[src/rtl/fir_tap_arbiter_pkg.sv]
// Shared types and constants for the tap coefficient BRAM arbiter.
// Latency: n/a (types and constants only).
// Backpressure: n/a.
package fir_pkg;

  // Config-read sequencing through the single-port BRAM
  typedef enum logic [1:0] {
    ST_IDLE    = 2'd0,
    ST_RD_WAIT = 2'd1,
    ST_RD_HOLD = 2'd2
  } fsm_state_t;

  // Which requester owns the BRAM port this cycle
  typedef enum logic [1:0] {
    SEL_NONE = 2'd0,
    SEL_WR   = 2'd1,
    SEL_RD   = 2'd2,
    SEL_ENG  = 2'd3
  } req_sel_t;

  // Tap region lives at AXI-Lite 0x080-0x0FF; the low 7 bits are the BRAM byte offset
  localparam logic [11:0] TAP_BASE = 12'h080;
  localparam logic [11:0] TAP_MASK = 12'h07F;

endpackage

[src/rtl/fir_tap_arbiter_prio_sel.sv]
// Fixed/forced priority selector for the tap BRAM port; one-hot grant {eng, rd, wr}.
// Latency: purely combinational, grant in the same cycle as the request.
// Backpressure: losers get no grant and are expected to hold their request.
//
// Ports: wr_req/rd_req/eng_req are already-eligible requests, busy selects the
// run-time priority order, force_rd lets a starved config read beat the engine.
module fir_tap_prio_sel
  import fir_pkg::*;
(
  input  logic       wr_req,
  input  logic       rd_req,
  input  logic       eng_req,
  input  logic       busy,
  input  logic       force_rd,
  output logic [2:0] gnt_oh,
  output req_sel_t   sel
);

  always_comb begin
    sel = SEL_NONE;
    if (!busy) begin
      if (wr_req)       sel = SEL_WR;
      else if (rd_req)  sel = SEL_RD;
      else if (eng_req) sel = SEL_ENG;
    end else begin
      // Config writes never win during a run; they simply stay pending.
      if (force_rd && rd_req) sel = SEL_RD;
      else if (eng_req)       sel = SEL_ENG;
      else if (rd_req)        sel = SEL_RD;
    end
    gnt_oh = {sel == SEL_ENG, sel == SEL_RD, sel == SEL_WR};
  end

endmodule

[src/rtl/fir_tap_arbiter.sv]
// Arbitrates the single-port tap BRAM between config write, config read and engine fetch.
// Latency: grants/BRAM controls combinational; engine data 1 cycle, config read data 2 cycles after grant.
// Backpressure: denied requesters hold req; read data held in cfg_rd_valid until cfg_rd_ready.
//
// Ports: axis_clk/axis_rst (sync, active-high); ap_busy; cfg_wr_* and cfg_rd_*
// request/grant from AXI-Lite decode; eng_* engine fetch port; taps_loaded;
// tap_WE/EN/Di/A/Do to the BRAM.
// Optional: define FIR_TAP_STARVE_GUARD_EN to force a config read through after
// pStarveMax denied cycles during a run.
module fir_tap_arbiter
  import fir_pkg::*;
#(
  parameter int pADDR_WIDTH = 12,
  parameter int pDATA_WIDTH = 32,
  parameter int Tape_Num    = 11,
  parameter int pStarveMax  = 8
) (
  input  logic                   axis_clk,
  input  logic                   axis_rst,
  input  logic                   ap_busy,
  input  logic                   cfg_wr_req,
  input  logic [pADDR_WIDTH-1:0] cfg_wr_addr,
  input  logic [pDATA_WIDTH-1:0] cfg_wr_data,
  output logic                   cfg_wr_gnt,
  input  logic                   cfg_rd_req,
  input  logic [pADDR_WIDTH-1:0] cfg_rd_addr,
  output logic                   cfg_rd_gnt,
  output logic                   cfg_rd_valid,
  input  logic                   cfg_rd_ready,
  output logic [pDATA_WIDTH-1:0] cfg_rd_data,
  input  logic                   eng_req,
  input  logic [3:0]             eng_idx,
  output logic                   eng_gnt,
  output logic                   eng_valid,
  output logic [pDATA_WIDTH-1:0] eng_data,
  output logic                   taps_loaded,
  output logic [3:0]             tap_WE,
  output logic                   tap_EN,
  output logic [pDATA_WIDTH-1:0] tap_Di,
  output logic [pADDR_WIDTH-1:0] tap_A,
  input  logic [pDATA_WIDTH-1:0] tap_Do
);

  localparam logic [pADDR_WIDTH-1:0] OFF_MASK  = pADDR_WIDTH'(TAP_MASK);
  localparam logic [pADDR_WIDTH-1:0] OFF_LIMIT = pADDR_WIDTH'(4 * Tape_Num);

  fsm_state_t            state;
  req_sel_t              sel;
  logic [2:0]            gnt_oh;
  logic                  force_rd;
  logic                  rd_oor;
  logic [Tape_Num-1:0]   loaded;
  logic [Tape_Num-1:0]   set_vec;

  logic [pADDR_WIDTH-1:0] wr_off, rd_off;
  logic                   wr_in_range, rd_in_range;
  logic                   wr_elig, rd_elig, eng_elig;

  assign wr_off      = cfg_wr_addr & OFF_MASK;
  assign rd_off      = cfg_rd_addr & OFF_MASK;
  assign wr_in_range = wr_off < OFF_LIMIT;
  assign rd_in_range = rd_off < OFF_LIMIT;

  // Nothing is granted while reset is asserted; a new config read only starts from idle.
  assign wr_elig  = cfg_wr_req && !axis_rst;
  assign rd_elig  = cfg_rd_req && !axis_rst && (state == ST_IDLE);
  assign eng_elig = eng_req && !axis_rst;

  fir_tap_prio_sel u_prio_sel (
    .wr_req   (wr_elig),
    .rd_req   (rd_elig),
    .eng_req  (eng_elig),
    .busy     (ap_busy),
    .force_rd (force_rd),
    .gnt_oh   (gnt_oh),
    .sel      (sel)
  );

  assign {eng_gnt, cfg_rd_gnt, cfg_wr_gnt} = gnt_oh;

`ifdef FIR_TAP_STARVE_GUARD_EN
  localparam int             SW         = $clog2(pStarveMax + 1);
  localparam logic [SW-1:0]  STARVE_LIM = SW'(pStarveMax);
  logic [SW-1:0] starve_cnt;

  assign force_rd = (starve_cnt == STARVE_LIM);

  // Counts run cycles in which a pending config read lost to the engine; saturates at the limit.
  always_ff @(posedge axis_clk) begin
    if (axis_rst)                                                starve_cnt <= '0;
    else if (cfg_rd_gnt)                                         starve_cnt <= '0;
    else if (ap_busy && rd_elig && (starve_cnt != STARVE_LIM))   starve_cnt <= starve_cnt + 1'b1;
  end
`else
  // Strict engine priority; pStarveMax has no effect in this build.
  assign force_rd = (pStarveMax < 0);
`endif

  // BRAM port driven straight from the grant; out-of-range config accesses never touch it.
  always_comb begin
    tap_WE = 4'h0;
    tap_EN = 1'b0;
    tap_Di = '0;
    tap_A  = '0;
    case (sel)
      SEL_WR: if (wr_in_range) begin
        tap_WE = 4'hF;
        tap_EN = 1'b1;
        tap_Di = cfg_wr_data;
        tap_A  = wr_off;
      end
      SEL_RD: if (rd_in_range) begin
        tap_EN = 1'b1;
        tap_A  = rd_off;
      end
      SEL_ENG: begin
        tap_EN = 1'b1;
        tap_A  = pADDR_WIDTH'({eng_idx, 2'b00});
      end
      default: ;
    endcase
  end

  // Loaded-mask bit for the tap being written this cycle (in-range writes only)
  always_comb begin
    set_vec = '0;
    for (int i = 0; i < Tape_Num; i++) begin
      set_vec[i] = cfg_wr_gnt && wr_in_range &&
                   (wr_off[pADDR_WIDTH-1:2] == (pADDR_WIDTH-2)'(i));
    end
  end

  // The BRAM output register is the engine pipeline stage, so data is qualified, not re-registered.
  assign eng_data = eng_valid ? tap_Do : '0;

  always_ff @(posedge axis_clk) begin
    if (axis_rst) begin
      state        <= ST_IDLE;
      cfg_rd_valid <= 1'b0;
      cfg_rd_data  <= '0;
      rd_oor       <= 1'b0;
      eng_valid    <= 1'b0;
      loaded       <= '0;
      taps_loaded  <= 1'b0;
    end else begin
      eng_valid   <= eng_gnt;
      loaded      <= loaded | set_vec;
      // Include this cycle's write so taps_loaded rises right after the last tap lands.
      taps_loaded <= &(loaded | set_vec);
      case (state)
        ST_IDLE: if (cfg_rd_gnt) begin
          state  <= ST_RD_WAIT;
          rd_oor <= !rd_in_range;
        end
        ST_RD_WAIT: begin
          cfg_rd_data  <= rd_oor ? '0 : tap_Do;
          cfg_rd_valid <= 1'b1;
          state        <= ST_RD_HOLD;
        end
        ST_RD_HOLD: if (cfg_rd_ready) begin
          cfg_rd_valid <= 1'b0;
          state        <= ST_IDLE;
        end
        default: state <= ST_IDLE;
      endcase
    end
  end

endmodule

[config.mk]
export PLATFORM = sky130hd
export DESIGN_NAME = fir_tap_arbiter
export DESIGN_NICKNAME = d
export VERILOG_FILES = /design/src/rtl/fir_tap_arbiter_pkg.sv /design/src/rtl/fir_tap_arbiter_prio_sel.sv /design/src/rtl/fir_tap_arbiter.sv
export SDC_FILE = /design/constraint.sdc
export NUM_CORES = 1
export LEC_CHECK = 0
export ABC_AREA = 0
export BUFFER_PORTS_ARGS = -buffer_cell sky130_fd_sc_hd__buf_2
export CORE_AREA = 2 2 85 87
export DETAILED_ROUTE_END_ITERATION = 10
export DIE_AREA = 0 0 87 89
export PLACE_DENSITY = 0.81
export SLEW_MARGIN = 20
export SYNTH_ARGS = -nofsm -noshare
export SYNTH_HDL_FRONTEND = slang
export SYNTH_SLANG_ARGS = --single-unit
[constraint.sdc]
create_clock -name axis_clk -period 4.45 [get_ports axis_clk]
set_input_delay 1.1125 -clock axis_clk [delete_from_list [all_inputs] [get_ports axis_clk]]
set_output_delay 1.1125 -clock axis_clk [all_outputs]
set_load 0.01 [all_outputs]
; Word-level counts from Yosys, hierarchy flattened
; Index checks and enable logic that the tools add are counted.
[op_classes]
n_lt_le_gt_ge = 2
n_eq_ne = 17
n_mux = 23
bitwise_logic = 1
n_reduce_logical = 25
[ops]
columns = op, n
row1 = $mux 32, 4
row2 = $pmux 7 s3, 1
row3 = $eq 5x3->1 const B, 4
row4 = $logic_and 1x1->1, 16
row5 = $mux 2, 8
row6 = $eq 5x4->1 const B, 3
row7 = $lt 7x6->1 const B, 2
row8 = $mux 7, 2
row9 = $or 11x11->11, 1
row10 = $reduce_and 11->1, 1
row11 = $eq 5x2->1 const B, 2
row12 = $logic_not 10->1, 1
row13 = $mux 4, 2
row14 = $eq 2x2->1 const B, 3
row15 = $pmux 2 s3, 1
row16 = $reduce_and 2->1, 3
row17 = $eq 5x1->1 const B, 1
row18 = $eq 2x1->1 const B, 2
row19 = $ne 2x2->1 const B, 2
row20 = $mux 1, 3
row21 = $pmux 1 s3, 1
row22 = $logic_not 1->1, 2
row23 = $logic_not 2->1, 1
row24 = $pmux 1 s2, 1
row25 = $reduce_bool 2->1, 1
[totals]
regBits = 49
in_bits = 99
elab_cells = 75

; Depth between registers and ports, before layout
[logic_depth]
word_depth = 11
mapped_depth = 7
depth_no_buf = 4

; Hierarchy
; From an unflattened synthesis, not the netlist that was laid out.
[unflattened]
cells_unflattened = 337
hier_area_um2 = 2681.3
[modules_own_cells]
columns = mod, instances, cells_per_inst, area_each_um2
row1 = fir_tap_arbiter, 1, 327, 2615.0
row2 = fir_tap_prio_sel, 1, 10, 66.3

; Least setup slack after synthesis
; Ideal clock, no wire load.
[synth_timing]
kind = input port to output port
startpoint = input port axis_rst
endpoint = output port tap_Di[0]
t_arrival_ps = 2553
slack_ps = 785
stages = 6
path_cell_list = buf_6 -> or4b_4 -> buf_6 -> a21oi_1 -> clkbuf_1 -> and2_1
[synth_between]
elab_chain_cells = 8
[synth_lines]
columns = element, line
row1 = "start, declared", fir_tap_arbiter.sv:19  ; input logic axis_rst,
row2 = $logic_not 1->1 *, "fir_tap_arbiter.sv:65, fir_tap_arbiter.sv:66, fir_tap_arbiter.sv:67"
row3 = $logic_and 1x1->1 (on tied branches), "fir_tap_arbiter.sv:67, fir_tap_arbiter.sv:66"
row4 = $mux 2 or $logic_and 1x1->1 (tied branches), "fir_tap_arbiter_prio_sel.sv:24, fir_tap_arbiter.sv:66"
row5 = $mux 2 (on tied branches), "fir_tap_arbiter_prio_sel.sv:23, fir_tap_arbiter_prio_sel.sv:29"
row6 = $mux 2 (on tied branches), "fir_tap_arbiter_prio_sel.sv:22, fir_tap_arbiter_prio_sel.sv:28"
row7 = $mux 2 *, fir_tap_arbiter_prio_sel.sv:21  ; if (!busy) begin
row8 = $eq 2x1->1 *, fir_tap_arbiter.sv:105  ; case (sel)
row9 = $mux 32 *, fir_tap_arbiter.sv:105
row10 = "end, declared", fir_tap_arbiter.sv:39  ; output logic [pDATA_WIDTH-1:0] tap_Di,
; Every way passes the cells marked *; elsewhere a longest branch is shown, timed or not.

; Worst setup path after layout
[layout_timing]
startpoint = input port ap_busy
endpoint = output port tap_A[2]
[layout_between]
elab_chain_cells = 3
[layout_lines]
columns = element, line
row1 = "start, declared", fir_tap_arbiter.sv:20  ; input logic ap_busy,
row2 = $mux 2 *, fir_tap_arbiter_prio_sel.sv:21
row3 = $eq 2x2->1 or $eq 2x1->1 (tied branches), fir_tap_arbiter.sv:105
row4 = $pmux 7 s3 *, fir_tap_arbiter.sv:105
row5 = "end, declared", fir_tap_arbiter.sv:40  ; output logic [pADDR_WIDTH-1:0] tap_A,
; Marks and branches as above.

==> impl_metrics.tcl <==
set metrics [dict create \
    outcome "finished, final reports clean" \
    synth_mux_area_frac 0.00757 \
    peakVddDrop_mv 0.183 \
    drt-wirelength-per-cell_um 12.7 \
    yosysUniqueCellTypes 41 \
    wl_met3_um 450 \
    grt_pass1_wl_um 10900 \
    clockPowerShare 0.335 \
    layout.nets 612 \
    combPwrFrac 0.178 \
    multi_input_area_um2 1490 \
    ys_ff_latch 49 \
    hold_viol_final 0 \
    clock_path_buffers 2 \
    end_kind "primary output" \
    yosysWarnings 0 \
    syn_area_per_cell_um2 7.92 \
    tightest_slew_ns 0.885 \
    die_height_um 89 \
    met1_length_um 3380 \
    io_buffers 201 \
    place.gp.congestion 0.811 \
    seqPwrFrac 0.487 \
    ys_async_sr_fraction 0 \
    slew_viol_final 0 \
    critical_path_class "in2out" \
    grt_overflow 0 \
    post-place-cells 586 \
    place_area_um2 3610 \
    post-route-cell-area_um2 3730 \
    whs_path_depth 2 \
    hp-start "loaded[4]" \
    synth_area_um2 2650 \
    worst_ep_arrival_time_ns 2.63 \
    required_ns 3.34 \
    area_growth_pct 41.1 \
    rows 30 \
    r2r_slack_ns 2.90 \
    clk-insertion-delay-late_ns 0.29 \
    clock_sinks 49 \
    ios 218 \
    drtPass1Iterations 4 \
    tns_ns 0 \
    r2r_cells 4 \
    cts_buffers 5 \
    highest_layer "met4" \
    track_usage 0.174 \
    start_util 0.394 \
    power_density_nw_per_um2 259 \
    setup_violations 0 \
    fin_cells 594 \
    fillers 648 \
    antenna_found_initial 0 \
    finalCritPeriodShare 0.840 \
    p_switching_w 0.000247 \
    tritoncts "done" \
    drcViolationCount 0 \
    seqCellArea_um2 982 \
    drv_cap 0 \
    clk_pin_slew_ns 0.09 \
    cts_setup_buffers 0 \
    whs_endpoint "loaded[4]" \
    synth_xor_area_frac 0 \
    dp_hpwl_um 5910 \
    viasPerCell 4.88 \
    syn_inst 334 \
    synth_top_family_by_area "simple AND/OR/NAND/NOR gates" \
    cp-start-kind "primary input" \
    synth_edf_count 0 \
    synth_adder_area_share 0 \
    synth_compound_area_frac 0.144 \
    path_max_fanout 41 \
    leakagePower_nw 1.97 \
    internal_power_w 0.000720 \
    via_count 2897 \
    reg2reg_to "rd_oor" \
    swShare 0.256 \
    max_freq_ghz 0.267 \
    finClkSkew_ns 0.00502 \
    yosys.area_share.simple 0.399 \
    ctsRootBufferMaster "clkbuf_8" \
    hold_class "reg2reg" \
    core_area_um2 6720 \
    r2r_start "state[0]" \
    relSlewSlack 0.409 \
    drive_above_1_share 0.428 \
    grt_pass1_vias 2371 \
    diodes 0 \
    wl_met2_um 3660 \
    die-width_um 87 \
    ctsResizeCount 0 \
    drt_iter0_drc 77 \
    yosysSeqAreaShare 0.371 \
    design.die.area_um2 7740 \
    routed_wl_um 7520 \
    cts_hold_buffers 0 \
    htreeDepth 2 \
    rsz0062_at_grt "false" \
    grt_max_degree 66 \
    detail-route-antenna-nets 0 \
    min_period_ns 3.74 \
    synthFlopType "dfxtp_1" \
]
## power by group through the flow
stage	sequential (W)	combinational (W)	clock, W
after global routing	0.000473	0.000191	0.000356
after CTS	0.000471	0.000173	0.000336
after detailed placement	0.000481	0.000173	0
after floorplan	0.000478	0.0000967	0
final	0.000470	0.000172	0.000324
after global placement	0.000480	0.000170	0
## per-layer routing
| metal | vias up | track usage |
|---|---|---|
| li1 | 1467 | - |
| met1 | 1317 | 0.233 |
| met2 | 111 | 0.301 |
| met3 | 2 | 0.0222 |
| met4 | 0 | 0.0355 |
| met5 | - | 0 |
## cell families (layout without fill, tap and decap cells)
| kind of cell | after synthesis | in the layout |
|---|---|---|
| AO/OA/AOI/OAI | 63 | 63 |
| buffers and inverters | 41 | 216 |
| flip-flops | 49 | 49 |
| multiplexers | 2 | 2 |
| other | 1 | 6 |
| AND/OR/NAND/NOR | 178 | 178 |
## flip-flops by register name, summed over array words and instances, names as in the netlist
register,flops
cfg_rd_data,32
loaded,11
state,2
cfg_rd_valid,1
eng_valid,1
rd_oor,1
taps_loaded,1
## worst max-delay path, cell delays in order
cell	delay, ns
buf_2	0.12
or4b_4	0.61
a21oi_2	0.13
buf_4	0.30
a221o_1	0.21
buf_2	0.13
## metrics by stage
step | worst slack (ns) | utilization | hold WS, ns | power [W]
after global routing | 0.635 | 0.556 | 0.493 | 0.00102
after CTS | 0.725 | 0.555 | 0.484 | 0.000980
after detailed placement | 0.728 | 0.537 | 0.463 | 0.000653
after global placement | 0.752 | 0.537 | 0.448 | 0.000650
after floorplan | 0.785 | - | 0.437 | 0.000575
final | 0.711 | 0.556 | 0.475 | 0.000966
## how the worst max path moves through the flow
stage / startpoint / endpoint / slack (ns) / depth (start not counted)
floorplan: axis_rst / tap_Di[0] / 0.78 / 6
global placement: ap_busy / tap_A[2] / 0.75 / 6
detailed placement: ap_busy / tap_A[2] / 0.73 / 6
CTS: ap_busy / tap_A[2] / 0.72 / 6
global route: axis_rst / tap_A[3] / 0.64 / 6
finish: ap_busy / tap_A[2] / 0.71 / 6
## Yosys cell counts, drive strengths merged (2+ instances only)
| library cell | instances | share of area |
|---|---|---|
| nand2b | 4 | 0.0095 |
| and2 | 67 | 0.16 |
| nor3 | 3 | 0.0057 |
| nor3b | 35 | 0.099 |
| a221o | 4 | 0.015 |
| mux2i | 2 | 0.0076 |
| and3b | 4 | 0.013 |
| a32oi | 2 | 0.0066 |
| dfxtp | 49 | 0.37 |
| clkbuf | 16 | 0.023 |
| a21oi | 45 | 0.085 |
| a22o | 2 | 0.0066 |
| and3 | 2 | 0.0047 |
| nor2 | 47 | 0.068 |
| inv | 4 | 0.0057 |
| o41ai | 2 | 0.0095 |
| buf | 21 | 0.050 |
| nor2b | 3 | 0.0071 |
| nand2 | 5 | 0.0071 |
## final cells by class
cell class	instances	area share
multi-input combinational	249	0.399
timing repair buffer	204	0.275
sequential	49	0.263
tap	80	0.0268
clock buffer	6	0.0221
clock inverter	2	0.0101
inverter	4	0.00402
## placed cells by master (no fill, tap or decap), types with 2 or more instances in the layout
| cell | n |
|---|---|
| buf_2 | 201 |
| and2_1 | 67 |
| dfxtp_1 | 48 |
| nor2_1 | 46 |
| a21oi_1 | 44 |
| nor3b_1 | 35 |
| conb_1 | 6 |
| clkbuf_8 | 6 |
| nand2_1 | 5 |
| and3b_1 | 4 |
| a221o_1 | 4 |
| inv_1 | 4 |
| nand2b_1 | 3 |
| nor2b_1 | 3 |
| nor3_1 | 3 |
| buf_4 | 3 |
| a22o_1 | 2 |
| and3_1 | 2 |
| mux2i_1 | 2 |
| a32oi_1 | 2 |
No activity file was read; power rests on OpenSTA's default activity.
